<file path="src/rtl/lfsr_bit_collector.sv">
// Purpose : reassembles an LSB-first serial bit stream into WIDTH-bit words and queues them in a DEPTH-entry FIFO.
// Latency : a word is in the FIFO one edge after its last bit; a pop shows on data_out one edge after rd_en.
// Backpr. : there is none upstream. A word completed while the FIFO is full and not popping is dropped and sets overflow.
//
// Ports:
//   clock, reset       rising-edge clock; asynchronous active-low reset
//   bit_in, bit_valid  serial data and its qualifier (LFSR OUT / Valid)
//   flush              discards the partially assembled word
//   clear_ovf          clears the sticky overflow flag
//   rd_en              pop request; ignored while the FIFO is empty
//   data_out           registered popped word
//   data_valid         one-cycle pulse for a new data_out
//   fifo_empty         FIFO status, decoded from fill_level
//   fifo_full          FIFO status, decoded from fill_level
//   fill_level         number of words held, 0..DEPTH
//   bit_count          bits collected in the current partial word
//   overflow           sticky flag: a word was dropped
module lfsr_bit_collector #(
    parameter int WIDTH = 8,
    parameter int DEPTH = 4,
    parameter int AW    = 2
) (
    input  logic                     clock,
    input  logic                     reset,
    input  logic                     bit_in,
    input  logic                     bit_valid,
    input  logic                     flush,
    input  logic                     clear_ovf,
    input  logic                     rd_en,
    output logic [WIDTH-1:0]         data_out,
    output logic                     data_valid,
    output logic                     fifo_empty,
    output logic                     fifo_full,
    output logic [AW:0]              fill_level,
    output logic [$clog2(WIDTH)-1:0] bit_count,
    output logic                     overflow
);

    localparam int CW = $clog2(WIDTH);
    localparam logic [AW:0]   FULL_LVL = (AW+1)'(DEPTH);
    localparam logic [CW-1:0] LAST_BIT = CW'(WIDTH-1);

    logic [WIDTH-1:0] shift_reg;
    logic [WIDTH-1:0] shift_nxt;
    logic [AW-1:0]    wr_ptr;
    logic [AW-1:0]    rd_ptr;
    logic [WIDTH-1:0] mem [DEPTH];

    logic accept_bit;
    logic word_done;
    logic pop;
    logic push;
    logic drop;

    // A new bit enters at the MSB, so after WIDTH shifts the first bit sits at bit 0.
    assign shift_nxt  = {bit_in, shift_reg[WIDTH-1:1]};
    assign accept_bit = bit_valid && !flush;
    assign word_done  = accept_bit && (bit_count == LAST_BIT);

    assign fifo_empty = (fill_level == '0);
    assign fifo_full  = (fill_level == FULL_LVL);

    // The pop is decided on the current level, so an empty FIFO never falls through a same-cycle push.
    // A pop from a full FIFO frees the slot that a same-cycle push then takes.
    assign pop  = rd_en && !fifo_empty;
    assign push = word_done && (!fifo_full || pop);
    assign drop = word_done && fifo_full && !pop;

    // Bit assembly
    always_ff @(posedge clock or negedge reset) begin
        if (!reset) begin
            shift_reg <= '0;
            bit_count <= '0;
        end else if (flush) begin
            shift_reg <= '0;
            bit_count <= '0;
        end else if (bit_valid) begin
            shift_reg <= shift_nxt;
            bit_count <= word_done ? '0 : bit_count + 1'b1;
        end
    end

    // FIFO storage has no reset because its contents are don't-care until written.
    always_ff @(posedge clock) begin
        if (push) begin
            mem[wr_ptr] <= shift_nxt;
        end
    end

    // FIFO pointers, level, read port and overflow flag
    always_ff @(posedge clock or negedge reset) begin
        if (!reset) begin
            wr_ptr     <= '0;
            rd_ptr     <= '0;
            fill_level <= '0;
            data_out   <= '0;
            data_valid <= 1'b0;
            overflow   <= 1'b0;
        end else begin
            data_valid <= pop;
            if (push) begin
                wr_ptr <= wr_ptr + 1'b1;
            end
            if (pop) begin
                rd_ptr   <= rd_ptr + 1'b1;
                data_out <= mem[rd_ptr];
            end
            case ({push, pop})
                2'b10:   fill_level <= fill_level + 1'b1;
                2'b01:   fill_level <= fill_level - 1'b1;
                default: fill_level <= fill_level;
            endcase
            // A drop in the same cycle as clear_ovf leaves the flag set.
            if (drop) begin
                overflow <= 1'b1;
            end else if (clear_ovf) begin
                overflow <= 1'b0;
            end
        end
    end

endmodule

</file>
<file path="config.mk">
export PLATFORM = sky130hd
export DESIGN_NAME = lfsr_bit_collector
export DESIGN_NICKNAME = d
export VERILOG_FILES = /design/src/rtl/lfsr_bit_collector.sv
export SDC_FILE = /design/constraint.sdc
export NUM_CORES = 1
export LEC_CHECK = 0
export CORE_MARGIN = 5
export CORE_UTILIZATION = 59
export DETAILED_ROUTE_END_ITERATION = 10
export PLACE_DENSITY = 0.83
export SLEW_MARGIN = 20
export SYNTH_ARGS = -nofsm -noshare
export SYNTH_HDL_FRONTEND = slang
export SYNTH_SLANG_ARGS = --single-unit
</file>
<file path="constraint.sdc">
create_clock -name clock -period 3.5 [get_ports clock]
set_clock_uncertainty 0.1 [all_clocks]
set_input_delay 0.7 -clock clock [delete_from_list [all_inputs] [get_ports clock]]
set_output_delay 0.7 -clock clock [all_outputs]
set_load 0.1 [all_outputs]
</file>
# --- Word-level counts from Yosys, hierarchy flattened ---
# Memory sizes are Yosys's and may differ from the RTL's. A register that Yosys moved wholly into a read port is not among the register bits.
# Index checks and enable logic that the tools add are counted.
classes:
  addsub: 5
  multipliers: 0
  div: 0
  order_cmp: 0
  n_eq_ne: 4
  shift: 0
  n_mux: 10
  bitwise_logic: 0
  n_reduce_logical: 16
ops:
  columns: ["op", "count"]
  rows:
  - ["2-to-1 mux 8 bit", 2]
  - ["2-to-1 mux 3 bit", 3]
  - ["adder 3 x 1 -> 3 bit (second input constant)", 2]
  - ["equality test 3 bit (second input constant)", 2]
  - ["logical AND 1 bit", 6]
  - ["case mux 3 bit (2 select lines)", 1]
  - ["nonzero test 2 bit", 3]
  - ["logical NOT 1 bit", 5]
  - ["adder 2 x 1 -> 2 bit (second input constant)", 2]
  - ["2-to-1 mux 1 bit", 4]
  - ["logical NOT 3 bit", 1]
  - ["subtractor 3 x 1 -> 3 bit (second input constant)", 1]
  - ["equality test 2 x 1 -> 1 bit (second input constant)", 1]
  - ["equality test 2 bit (second input constant)", 1]
  - ["logical OR 1 bit", 1]
totals:
  ff_bits: 20
  latch_bits: 0
  ramBits: 32
  romBits: 0
  input_bits: 7
  memories: 1
mem_list:
  columns: ["name", "words", "word_bits", "read_ports", "rd_ports_with_merged_regs", "write_ports", "line", "rtl"]
  rows:
  - ["mem", 4, 8, 1, 1, 1, "47", "logic [WIDTH-1:0] mem [DEPTH];"]

# --- Depth between registers and ports, before layout ---
depth:
  ltp_word: 7
  depth_mapped: 9
  ltp_nobuf: 8

# --- Worst setup path after synthesis ---
# Ideal clock, no wire load.
synth_path:
  path_kind: "register to register"
  startpoint: "register fill_level[0]"
  endpoint: "register fill_level[2]"
  setup_ps: 160
  t_arrival_ps: 3133
  path_slack_ps: 107
  path_stages_with_launch: 10
  n_path_buf: 1
  synth_period_minus_slack_ps: 3393
  path_cell_list: "dfrtp_1 -> nor3_2 -> nand2b_1 -> buf_6 -> inv_4 -> nand2_1 -> fa_1 -> nor4_2 -> a31oi_1 -> xnor2_1"
synth_via:
  elab_chain_len: 7
synth_lines:
  columns: ["element", "line", "rtl"]
  rows:
  - ["start: declaration", "34", "output logic [AW:0] fill_level,"]
  - ["start signal: assignment", "109", "2'b10: fill_level <= fill_level + 1'b1;"]
  - ["start signal: assignment", "110", "2'b01: fill_level <= fill_level - 1'b1;"]
  - ["start signal: assignment", "111", "default: fill_level <= fill_level;"]
  - ["logical NOT 3 bit *", "60", "assign fifo_empty = (fill_level == '0);"]
  - ["net fifo_empty", "32", "output logic fifo_empty,"]
  - ["logical NOT 1 bit *", "65", "assign pop = rd_en && !fifo_empty;"]
  - ["logical AND 1 bit *", "65", null]
  - ["logical OR 1 bit", "66", "assign push = word_done && (!fifo_full || pop);"]
  - ["logical AND 1 bit", "66", null]
  - ["equality test 2 x 1 -> 1 bit or equality test 2 bit (tied branches)", "108", "case ({push, pop})"]
  - ["case mux 3 bit (2 select lines) or nonzero test 2 bit (tied branches)", null, null]
# Mark *: on every way through the listed nets, which the timed path passes. The rest lies on a longest branch.
# A chain may end at the register's enable or synchronous reset.

# --- Worst setup path after layout ---
layout_path:
  startpoint: "input flush"
  endpoint: "memory mem[0][7], enable pin"
layout_via:
  elab_chain_len: 6
layout_lines:
  columns: ["element", "line", "rtl"]
  rows:
  - ["start: declaration", "27", "input logic flush,"]
  - ["logical NOT 1 bit", "57", "assign accept_bit = bit_valid && !flush;"]
  - ["logical AND 1 bit", "57", null]
  - ["logical AND 1 bit", "58", "assign word_done = accept_bit && (bit_count == LAST_BIT);"]
  - ["logical AND 1 bit", "66", null]
  - ["2-to-1 mux 1 bit", "85", "if (push) begin"]
  - ["2-to-1 mux 1 bit (not written as such)", "86", "mem[wr_ptr] <= shift_nxt;"]
  - ["end: declaration", "47", null]
# No other way between the ends.

==> flow_summary_export.csv <==
group,metric,value,unit
placement,dp_hpwl,2970,µm
routing,first_pass_iters,4,
cts,cts_resized,0,
sta,slew_violations,0,
worst_setup_path,rrSetupSlack,1.15,ns
cells_and_area,layout-area-overhead-vs-synth,18.1,%
yosys,ys_warn_count,0,
pwr,power.density,870,nW/µm²
yosys,ys_seq_area_frac,0.684,
cts,cts_buffer_depth,2,
cts,postCtsHoldBufs,0,
worst_setup_path,max_stage_delay,0.58,ns
worst_setup_path,startpoint_type,"primary input",
sta,hold_viol,0,
floorplanning,core,3970,µm²
yosys,synth-seq-cells,59,
cts,cts_max_level,3,
cells_and_area,regArea,1640,µm²
cts,cts_tree,"done",
floorplanning,num_rows,23,
cts,cts_made_buffers,9,
cts,root_buffer,"clkbuf_8",
worst_setup_path,crit_type,"in2reg",
routing,via_per_inst,5.23,
placement,place_congestion,0.745,
sta,fmax,378,MHz
cells_and_area,diodes,0,
sta,rsz0062_at_grt,"no",
sta,tightestPinTransition,0.963,ns
global_routing,grt_max_degree,28,
cells_and_area,multiInputGateArea,692,µm²
pwr,p_leak,1.18,nW
routing,wl_per_cell,16.2,µm
sta,setup_viol,0,
floorplanning,start_util,0.602,
worst_setup_path,slowest_stage,"clkdlybuf4s50_1",
sta,fin_setup_tns,0,ns
floorplanning,die_y,73.7,µm
cells_and_area,fillers,257,
yosys,avgSynthCellArea,15.2,µm²
worst_setup_path,crit_path_end_kind,"flop",
cells_and_area,layout_commonest_cell,"edfxtp_1",
routing,drtIter0Drc,75,
routing,drc_errors,0,
outcome,status,"completed",
worst_setup_path,arrival,2.53,ns
floorplanning,die_area,5430,µm²
worst_hold_path,hold_class,"reg2reg",
routing,vias,1272,
cts,clk_pin_slew_worst_paths,0.06,ns
placement,port_buffers,24,
cts,postCtsSetupBuffers,0,
global_routing,track_usage,0.175,
cts,insertion_delay,0.33,ns
global_routing,grt_pass1_vias,1378,
sta,fin_crit,2.64,ns
global_routing,overflow,0,
yosys,synth_area,2390,µm²
routing,wirelength,3940,µm
worst_setup_path,crit_chain,"clkdlybuf4s50_1 > nand3b_1 > nor2_1 > and2_1",
yosys,ys_types,28,
pwr,ir_drop,407,µV
yosys,syn_inst,157,
global_routing,grt_pass1_wl,6690,µm
worst_setup_path,crit_fanout,11,
floorplanning,dieWidth,73.7,µm
cells_and_area,largest_reg_flops,32,
cells_and_area,final_nets,202,
routing,drtAntennaViolNets,0,
sta,fin_crit_sh,0.755,
cells_and_area,final_cell_mix,"32 x edfxtp_1, 27 x nand2_1, 27 x dfrtp_1",
yosys,syn_nets,171,
flow_run,max_cap_violations,0,
worst_setup_path,worstPathRequired,3.39,ns
cells_and_area,post-route-util,0.711,
cells_and_area,layout-drive-gt1-share,0.238,
cts,cts_sinks,59,
floorplanning,io_pins,25,
global_routing,antenna_found_initial,0,
sta,relSlewSlack,0.356,
kinds of logic (layout without fill, tap and decap cells):
group / after synthesis / in the layout / synth area share
XOR/XNOR: 5 / 5 / 0.0183
AO/OA/AOI/OAI: 5 / 5 / 0.0141
adder cells (fa/ha/maj): 7 / 7 / 0.0398
multiplexers: 18 / 18 / 0.117
AND/OR/NAND/NOR: 50 / 50 / 0.0999
flip-flops: 59 / 59 / 0.684
buffers and inverters: 13 / 49 / 0.0262
layout make-up:
| class | instances | share of cell area |
|---|---|---|
| tap | 50 | 0.0222 |
| clock buffer | 14 | 0.0647 |
| clock inverter | 2 | 0.00310 |
| sequential | 59 | 0.580 |
| multi-input combinational | 85 | 0.245 |
| timing repair buffer | 26 | 0.0753 |
| inverter | 7 | 0.0102 |
metal layers:
layer  GRT usage  vias up  wire [µm]
met5           0        -          0
met4      0.0905        0         98
met3      0.0520        9        174
met2       0.277       32       1990
met1       0.218      622       1670
li1            -      609          -
cells in the mapped netlist (all sizes together):
library cell | number | area share
and3 | 1 | 0.0026
a31oi | 1 | 0.0026
clkbuf | 1 | 0.0016
and2 | 4 | 0.010
dfrtp | 27 | 0.28
o22ai | 1 | 0.0026
inv | 7 | 0.012
nor4 | 1 | 0.0052
nand2b | 2 | 0.0052
ha | 6 | 0.031
nand2 | 27 | 0.042
a21boi | 1 | 0.0047
o21ai | 1 | 0.0021
nor2 | 11 | 0.017
fa | 1 | 0.0084
xnor2 | 4 | 0.015
edfxtp | 32 | 0.40
xor2 | 1 | 0.0037
nor3 | 1 | 0.0042
nand3b | 2 | 0.0063
mux4 | 8 | 0.075
a21oi | 1 | 0.0021
mux2i | 10 | 0.042
buf | 5 | 0.013
nor4b | 1 | 0.0063
stage by stage:
step / setup slack [ns] / total power [mW] / hold slack, ns / std cells / cell area, µm²
2_1_floorplan: 0.107 / 1.71 / 0.304 / 157 / 2390
3_3_place_gp: 0.595 / 1.88 / 0.362 / 227 / 2630
3_5_place_dp: 0.471 / 1.91 / 0.365 / 227 / 2630
4_1_cts: 0.821 / 2.49 / 0.380 / 243 / 2820
5_1_grt: 0.689 / 2.57 / 0.404 / 243 / 2820
6_report: 0.856 / 2.46 / 0.372 / 243 / 2820
final timing paths:
kind,from,endpoint,cells after the start
max in group asynchronous,reset,shift_reg[3],2
worst max register to register,fill_level[0],fill_level[2],8
worst max-delay path,flush,mem[0][7],4
worst min-delay path,data_out[5],data_out[5],2
min in group asynchronous,reset,data_valid,2
worst min register to register,data_out[5],data_out[5],2
report_power, final:
group / internal, mW / leakage [nW] / switching, mW
combinational: 0.248 / 0.467 / 0.725
sequential: 0.812 / 0.614 / 0.107
clock: 0.331 / 0.100 / 0.233
worst max-delay path, delay by kind of cell:
family                 cells  cell delay, ns
and+or+nand+nor            3            1.25
buffers and inverters      1            0.58
Note: power is estimated with default switching activity, not from simulation.
